`src/rtl/wb_arbiter_pkg.sv`:
```
// Shared core widths and the write-port grant encoding for the write-back arbiter.
// The widths and write-enable level are the core-wide instWidth/regAddrWidth/funEnable values.
`timescale 1ns/1ps
package wb_arbiter_pkg;

    localparam int   INST_WIDTH     = 32;
    localparam int   REG_ADDR_WIDTH = 5;
    localparam logic FUN_ENABLE     = 1'b1;

    typedef enum logic [1:0] {
        GRANT_NONE = 2'd0,
        GRANT_ALU  = 2'd1,
        GRANT_FIFO = 2'd2
    } grant_e;

    // x0 is hard-wired zero, so it never counts as a pending destination.
    function automatic logic addr_hit(input logic [REG_ADDR_WIDTH-1:0] entry,
                                      input logic [REG_ADDR_WIDTH-1:0] query);
        return (entry == query) && (query != {REG_ADDR_WIDTH{1'b0}});
    endfunction

endpackage

```
`src/rtl/wb_fifo.sv`:
```
// Synchronous FIFO for FFT/IFFT results, exposing per-entry valid/address for the
// decode hazard lookup. Push while full and pop while empty are ignored.
`timescale 1ns/1ps
module wb_fifo
    import wb_arbiter_pkg::*;
#(
    parameter int DEPTH = 2,
    parameter int CW    = $clog2(DEPTH) + 1
) (
    input  logic                                  clk,
    input  logic                                  rst_n,
    input  logic                                  push,
    input  logic [REG_ADDR_WIDTH-1:0]             push_addr,
    input  logic [INST_WIDTH-1:0]                 push_data,
    input  logic                                  pop,
    output logic [REG_ADDR_WIDTH-1:0]             head_addr,
    output logic [INST_WIDTH-1:0]                 head_data,
    output logic [CW-1:0]                         count,
    output logic                                  full,
    output logic                                  empty,
    output logic [DEPTH-1:0]                      entry_valid,
    output logic [DEPTH-1:0][REG_ADDR_WIDTH-1:0]  entry_addr
);

    localparam int PW = $clog2(DEPTH);

    logic [REG_ADDR_WIDTH-1:0] addr_mem [DEPTH];
    logic [INST_WIDTH-1:0]     data_mem [DEPTH];
    logic [PW-1:0]             wr_ptr;
    logic [PW-1:0]             rd_ptr;
    logic                      do_push;
    logic                      do_pop;

    assign full      = (count == CW'(DEPTH));
    assign empty     = (count == {CW{1'b0}});
    assign do_push   = push && !full;
    assign do_pop    = pop && !empty;
    assign head_addr = addr_mem[rd_ptr];
    assign head_data = data_mem[rd_ptr];

    // Pointer and occupancy bookkeeping; pointers wrap naturally at a power-of-two depth.
    always_ff @(posedge clk or negedge rst_n) begin
        if (!rst_n) begin
            wr_ptr <= {PW{1'b0}};
            rd_ptr <= {PW{1'b0}};
            count  <= {CW{1'b0}};
        end else begin
            if (do_push) begin
                wr_ptr <= wr_ptr + PW'(1);
            end
            if (do_pop) begin
                rd_ptr <= rd_ptr + PW'(1);
            end
            case ({do_push, do_pop})
                2'b10:   count <= count + CW'(1);
                2'b01:   count <= count - CW'(1);
                default: count <= count;
            endcase
        end
    end

    // Entry storage, written at the tail on an accepted push.
    always_ff @(posedge clk or negedge rst_n) begin
        if (!rst_n) begin
            for (int i = 0; i < DEPTH; i++) begin
                addr_mem[i] <= {REG_ADDR_WIDTH{1'b0}};
                data_mem[i] <= {INST_WIDTH{1'b0}};
            end
        end else if (do_push) begin
            addr_mem[wr_ptr] <= push_addr;
            data_mem[wr_ptr] <= push_data;
        end
    end

    for (genvar g = 0; g < DEPTH; g++) begin : g_entry
        logic [PW-1:0] offset;
        // An entry is live when its distance from the head is below the occupancy.
        assign offset         = PW'(g) - rd_ptr;
        assign entry_valid[g] = ({1'b0, offset} < count);
        assign entry_addr[g]  = addr_mem[g];
    end

endmodule

```
`src/rtl/wb_arbiter.sv`:
```
// Register-file write-port arbiter: ALU write-back has priority, FFT/IFFT results are
// queued and drained into idle cycles, with a periodic forced ALU stall against starvation.
`timescale 1ns/1ps
module wb_arbiter
    import wb_arbiter_pkg::*;
#(
    parameter int FIFO_DEPTH   = 2,
    parameter int STARVE_LIMIT = 4
) (
    input  logic                              clk,
    input  logic                              rst_n,
    input  logic                              alu_wena,
    input  logic [REG_ADDR_WIDTH-1:0]         alu_waddr,
    input  logic [INST_WIDTH-1:0]             alu_wdata,
    input  logic                              fu_valid,
    output logic                              fu_ready,
    input  logic [REG_ADDR_WIDTH-1:0]         fu_waddr,
    input  logic [INST_WIDTH-1:0]             fu_wdata,
    output logic                              alu_stall,
    output logic                              reg_wena,
    output logic [REG_ADDR_WIDTH-1:0]         reg_waddr,
    output logic [INST_WIDTH-1:0]             reg_wdata,
    input  logic [REG_ADDR_WIDTH-1:0]         lookup_addr,
    output logic                              lookup_hit,
    output logic [$clog2(FIFO_DEPTH):0]       fifo_count
);

    localparam int CW = $clog2(FIFO_DEPTH) + 1;
    localparam int SW = $clog2(STARVE_LIMIT + 1);

    grant_e                                 grant;
    logic                                   alu_req;
    logic                                   fu_push;
    logic                                   fifo_pop;
    logic                                   fifo_full;
    logic                                   fifo_empty;
    logic [REG_ADDR_WIDTH-1:0]              head_addr;
    logic [INST_WIDTH-1:0]                  head_data;
    logic [FIFO_DEPTH-1:0]                  entry_valid;
    logic [FIFO_DEPTH-1:0][REG_ADDR_WIDTH-1:0] entry_addr;
    logic [SW-1:0]                          starve_cnt;
    logic [SW-1:0]                          starve_inc;
    logic [SW-1:0]                          starve_next;
    logic                                   stall_next;

    // A full FIFO refuses the handshake even if it pops this cycle; x0 results are dropped.
    assign fu_ready = !fifo_full;
    assign fu_push  = fu_valid && !fifo_full && (fu_waddr != {REG_ADDR_WIDTH{1'b0}});
    assign alu_req  = alu_wena && !alu_stall && (alu_waddr != {REG_ADDR_WIDTH{1'b0}});
    assign fifo_pop = (grant == GRANT_FIFO);

    wb_fifo #(
        .DEPTH (FIFO_DEPTH),
        .CW    (CW)
    ) u_fifo (
        .clk         (clk),
        .rst_n       (rst_n),
        .push        (fu_push),
        .push_addr   (fu_waddr),
        .push_data   (fu_wdata),
        .pop         (fifo_pop),
        .head_addr   (head_addr),
        .head_data   (head_data),
        .count       (fifo_count),
        .full        (fifo_full),
        .empty       (fifo_empty),
        .entry_valid (entry_valid),
        .entry_addr  (entry_addr)
    );

    // Port grant: ALU first, otherwise the FIFO head from registered occupancy (no bypass).
    always_comb begin
        grant = GRANT_NONE;
        if (alu_req) begin
            grant = GRANT_ALU;
        end else if (!fifo_empty) begin
            grant = GRANT_FIFO;
        end else begin
            grant = GRANT_NONE;
        end
    end

    // Starvation accounting: count ALU wins over a waiting FIFO, fire one stall at the limit.
    always_comb begin
        starve_next = {SW{1'b0}};
        stall_next  = 1'b0;
        starve_inc  = starve_cnt + SW'(1);
        if ((grant == GRANT_ALU) && !fifo_empty) begin
            if (starve_inc == SW'(STARVE_LIMIT)) begin
                stall_next  = 1'b1;
                starve_next = {SW{1'b0}};
            end else begin
                starve_next = starve_inc;
            end
        end else begin
            starve_next = {SW{1'b0}};
        end
    end

    // Starvation counter and the registered stall it produces.
    always_ff @(posedge clk or negedge rst_n) begin
        if (!rst_n) begin
            starve_cnt <= {SW{1'b0}};
            alu_stall  <= 1'b0;
        end else begin
            starve_cnt <= starve_next;
            alu_stall  <= stall_next;
        end
    end

    // Output register; address and data hold when nothing is granted.
    always_ff @(posedge clk or negedge rst_n) begin
        if (!rst_n) begin
            reg_wena  <= 1'b0;
            reg_waddr <= {REG_ADDR_WIDTH{1'b0}};
            reg_wdata <= {INST_WIDTH{1'b0}};
        end else begin
            case (grant)
                GRANT_ALU: begin
                    reg_wena  <= FUN_ENABLE;
                    reg_waddr <= alu_waddr;
                    reg_wdata <= alu_wdata;
                end
                GRANT_FIFO: begin
                    reg_wena  <= FUN_ENABLE;
                    reg_waddr <= head_addr;
                    reg_wdata <= head_data;
                end
                default: begin
                    reg_wena  <= 1'b0;
                end
            endcase
        end
    end

    // Pending-write lookup over live FIFO entries and the output register.
    always_comb begin
        lookup_hit = reg_wena && addr_hit(reg_waddr, lookup_addr);
        for (int i = 0; i < FIFO_DEPTH; i++) begin
            lookup_hit = lookup_hit | (entry_valid[i] && addr_hit(entry_addr[i], lookup_addr));
        end
    end

endmodule

```
`config.mk`:
```
export PLATFORM = sky130hd
export DESIGN_NAME = wb_arbiter
export DESIGN_NICKNAME = d
export VERILOG_FILES = /design/src/rtl/wb_arbiter_pkg.sv /design/src/rtl/wb_fifo.sv /design/src/rtl/wb_arbiter.sv
export SDC_FILE = /design/constraint.sdc
export NUM_CORES = 1
export LEC_CHECK = 0
export CORE_ASPECT_RATIO = 1.25
export CORE_MARGIN = 2
export CORE_UTILIZATION = 45
export DETAILED_ROUTE_END_ITERATION = 8
export PLACE_DENSITY_LB_ADDON = 0.1
export REMOVE_ABC_BUFFERS = 1
export SETUP_SLACK_MARGIN = 0.5
export SLEW_MARGIN = 15
export SYNTH_ARGS = -nofsm -noshare
export SYNTH_HDL_FRONTEND = slang
export SYNTH_SLANG_ARGS = --single-unit
```
`constraint.sdc`:
```
create_clock -name clk -period 5.5 [get_ports clk]
set_clock_uncertainty 0.2 [all_clocks]
set_input_delay 1.1 -clock clk [delete_from_list [all_inputs] [get_ports clk]]
set_output_delay 1.1 -clock clk [all_outputs]
set_load 0.05 [all_outputs]
```
==> impl_metrics.yaml <==
status:
  status: "finished clean"
detailed_routing:
  postRouteAntennaNets: 0
  topRoutingLayerUsed: "met4"
  drc: 0
  drt-met1-wl_um: 5179
  drt-initial-drc-count: 106
  via_count: 3895
  met3WireLength_um: 497
  drt-total-wl_um: 12220
  via_per_inst: 5.118
  wl_met2_um: 6318
  drtPass1Iterations: 4
  wl_per_cell_um: 16.06
critical_path:
  cp.arrival_ps: 3530
  crit_path_max_fanout: 4
  crit_path_start_kind: "input port"
  cp_slowest_cell: "clkdlybuf4s50_1"
  path_cells: "clkdlybuf4s50_1 > or4_1 > nor2_1 > nor4_1 > or3_1 > clkdlybuf4s50_1"
  worstSetupPathType: "in -> out"
  ff2ff_path_depth: 5
  endpoint_kind: "output pin"
  cp-startpoint: "lookup_addr[1]"
  critPathTopFamily: "buffers and inverters"
  cp_data_required_time_ps: 4200
  r2r_setup_slack_ps: 3100
  worstPathBufferInverterCount: 2
  regToRegStartpoint: "u_fifo.count[0]"
  cp_common_cell: "clkdlybuf4s50_1"
  r2r-end: "reg_wdata[18]"
  cp_slowest_stage_delay_ps: 700
sta:
  tightestPinTransition_ps: 941.7
  slew_violations: 0
  maxSlewHeadroom_pct: 37.22
  hold_viol: 0
  min_period_over_period_pct: 87.90
  setup_violations: 0
  holdWs_ps: 277.5
  fmax_ghz: 0.2069
  tns_ps: 0
  setup_ws_ps: 665.6
  fin_crit_ps: 4834
  rsz0062_at_grt: "false"
synthesis:
  seq_area_frac_synth_pct: 52.78
  synth-xor-area-share_pct: 3.079
  synth-seq-cells: 120
  ys_types: 34
  netlist_area_um2: 5689
  synth-edff-count: 0
  ys.flop_type: "dfrtp_1"
  synth_top_family_by_area: "multiplexers"
  synth-async-reset-ratio_pct: 100.0
  synth_compound_area_share_pct: 7.214
  synth.area.mux_share_pct: 24.39
  synth_area_per_cell_um2: 12.23
  postSynthCellCount: 465
  synth_fa_ha_area_share_pct: 0.6598
  synthSimpleGateAreaFrac_pct: 7.741
  ys_warn_count: 0
worst_hold_path:
  min_from: "u_fifo.wr_ptr"
  min_path_cells: 2
  min_to: "u_fifo.wr_ptr"
  worstHoldPathType: "reg -> reg"
floorplan:
  num_rows: 45
  start_util_pct: 46.56
  core_area_um2: 12220
  die_h_um: 129.7
  die_area_um2: 13560
  io_pins: 126
  die-width_um: 104.6
finish:
  final_net_count: 671
  nFillCells: 1049
  drive_above_1_share_pct: 19.43
  antenna_cells: 0
  most-common-layout-cells: "clkdlybuf4s50_1 (124), dfrtp_1 (119), mux2_4 (49)"
  regArea_um2: 3004
  area_growth_pct: 32.44
  final_common_cell: "clkdlybuf4s50_1"
  multi_input_area_um2: 2460
pwr:
  internal-power_mw: 3.010
  p_sw_share_pct: 37.41
  p_seq_share_pct: 32.7
  p_per_area_nw_per_um2: 638.2
  clkPwrFrac_pct: 22.1
  switchingPower_mw: 1.799
  vdd_drop_max_mv: 0.2481
  p_leak_nw: 3.445
  combPwrFrac_pct: 45.2
clocking:
  cts-root-buf: "clkbuf_16"
  cts_made_buffers: 17
  postCtsSetupBuffers: 0
  ctsHoldBuffers: 0
  cts_tree: "yes"
  clkTransAtPathRegs_ps: 50
  worstSkewPairLatency_ps: 410
  cts-htree-levels: 4
  clock-sinks: 120
  cts_buffer_depth: 2
  cts_resized: 0
global_routing:
  grt_pass1_vias: 4064
  grt_pass1_wl_um: 19890
  grt_usage_pct: 18.80
  grt-ovfl-total: 0
  antenna_found_initial: 0
  grt_max_degree: 75
placed_design:
  place_ws_ps: 674.4
  dpl.hpwl_um: 8043
  gp_congestion: 0.8711
  numPortBuffers: 125
flow_run:
  cap_violations: 0
-- synth_stat cells (2+ instances only) --
library cell  number  area, um^2
ha_1               3       37.54
buf_2              5       25.02
nand4_1            2       12.51
o21ai_0           35       175.2
nand2_1           40       150.1
or4_1              4       30.03
nor3b_1            2       15.01
nor4_1             2       12.51
mux2i_1           37       370.4
nand2b_1           2       12.51
dfrtp_1          120        3003
mux2_2            25       281.5
xor2_1             9       78.83
nor2_1            42       157.7
inv_1              2       7.510
a21o_1             2       15.01
clkbuf_1          16       60.06
a21oi_1           37       185.2
buf_12             6       120.1
a211oi_1           2       15.01
mux2_4            49       735.7
xnor2_1           11       96.34
-- per-stage QoR --
step / cells / power [mW] / area, um^2 / util (%)
2_1_floorplan: 435 / 3.153 / 5461 / -
3_3_place_gp: 730 / 3.742 / 6970 / 57.05
3_5_place_dp: 730 / 3.785 / 6970 / 57.05
4_1_cts: 761 / 4.868 / 7535 / 61.67
5_1_grt: 761 / 5.108 / 7535 / 61.67
6_report: 761 / 4.809 / 7535 / 61.67
-- worst min-delay path, delay by kind of cell, from the launching register on --
| family | cells | cell delay [ps] |
|---|---|---|
| flip-flops | 1 | 340 |
| AND/OR/NAND/NOR | 2 | 110 |
-- flip-flops by register name, indices dropped and copies added (netlist names) --
name	cells
alu_stall	1
reg_waddr	5
reg_wdata	32
reg_wena	1
starve_cnt	3
u_fifo.count	2
u_fifo.data_mem	64
u_fifo.entry_addr	10
u_fifo.rd_ptr	1
u_fifo.wr_ptr	1
-- layer usage --
metal	vias up	GRT usage [%]
li1	1847	-
met1	1948	22.10
met2	83	32.91
met3	17	4.995
met4	0	7.922
met5	-	0
-- how the worst max path moves through the flow --
stage,endpoint,slack [ps],cells past startpoint
after floorplan,u_fifo.count[1],1330,6
after global placement,lookup_hit,770,6
after detailed placement,lookup_hit,670,6
after CTS,lookup_hit,670,6
after global routing,lookup_hit,590,6
final,lookup_hit,670,6
-- cell type report --
class | count | share of cell area (%)
Timing Repair Buffer | 131 | 17.17
Sequential cell | 120 | 39.87
Clock buffer | 22 | 6.161
Multi-Input combinational cell | 313 | 32.65
Tap cell | 164 | 2.723
Inverter | 2 | 0.09963
Clock inverter | 9 | 1.328
-- power groups by stage --
stage / Combinational [mW] / Sequential (mW) / Clock, mW
2_1_floorplan: 1.15 / 2.00 / 0
3_3_place_gp: 2.17 / 1.57 / 0
3_5_place_dp: 2.20 / 1.59 / 0
4_1_cts: 2.21 / 1.58 / 1.08
5_1_grt: 2.36 / 1.63 / 1.12
6_report: 2.17 / 1.57 / 1.06
-- kinds of logic (layout without fill, tap and decap cells) --
group	count (synthesis)	count (layout)
DFF	120	120
muxes	111	111
adders and majority gates	3	3
AOI/OAI and AO/OA	78	78
and+or+nand+nor	101	101
buffers and inverters	32	164
xor gates and xnor gates	20	20
(Power assumes the default switching activity.)
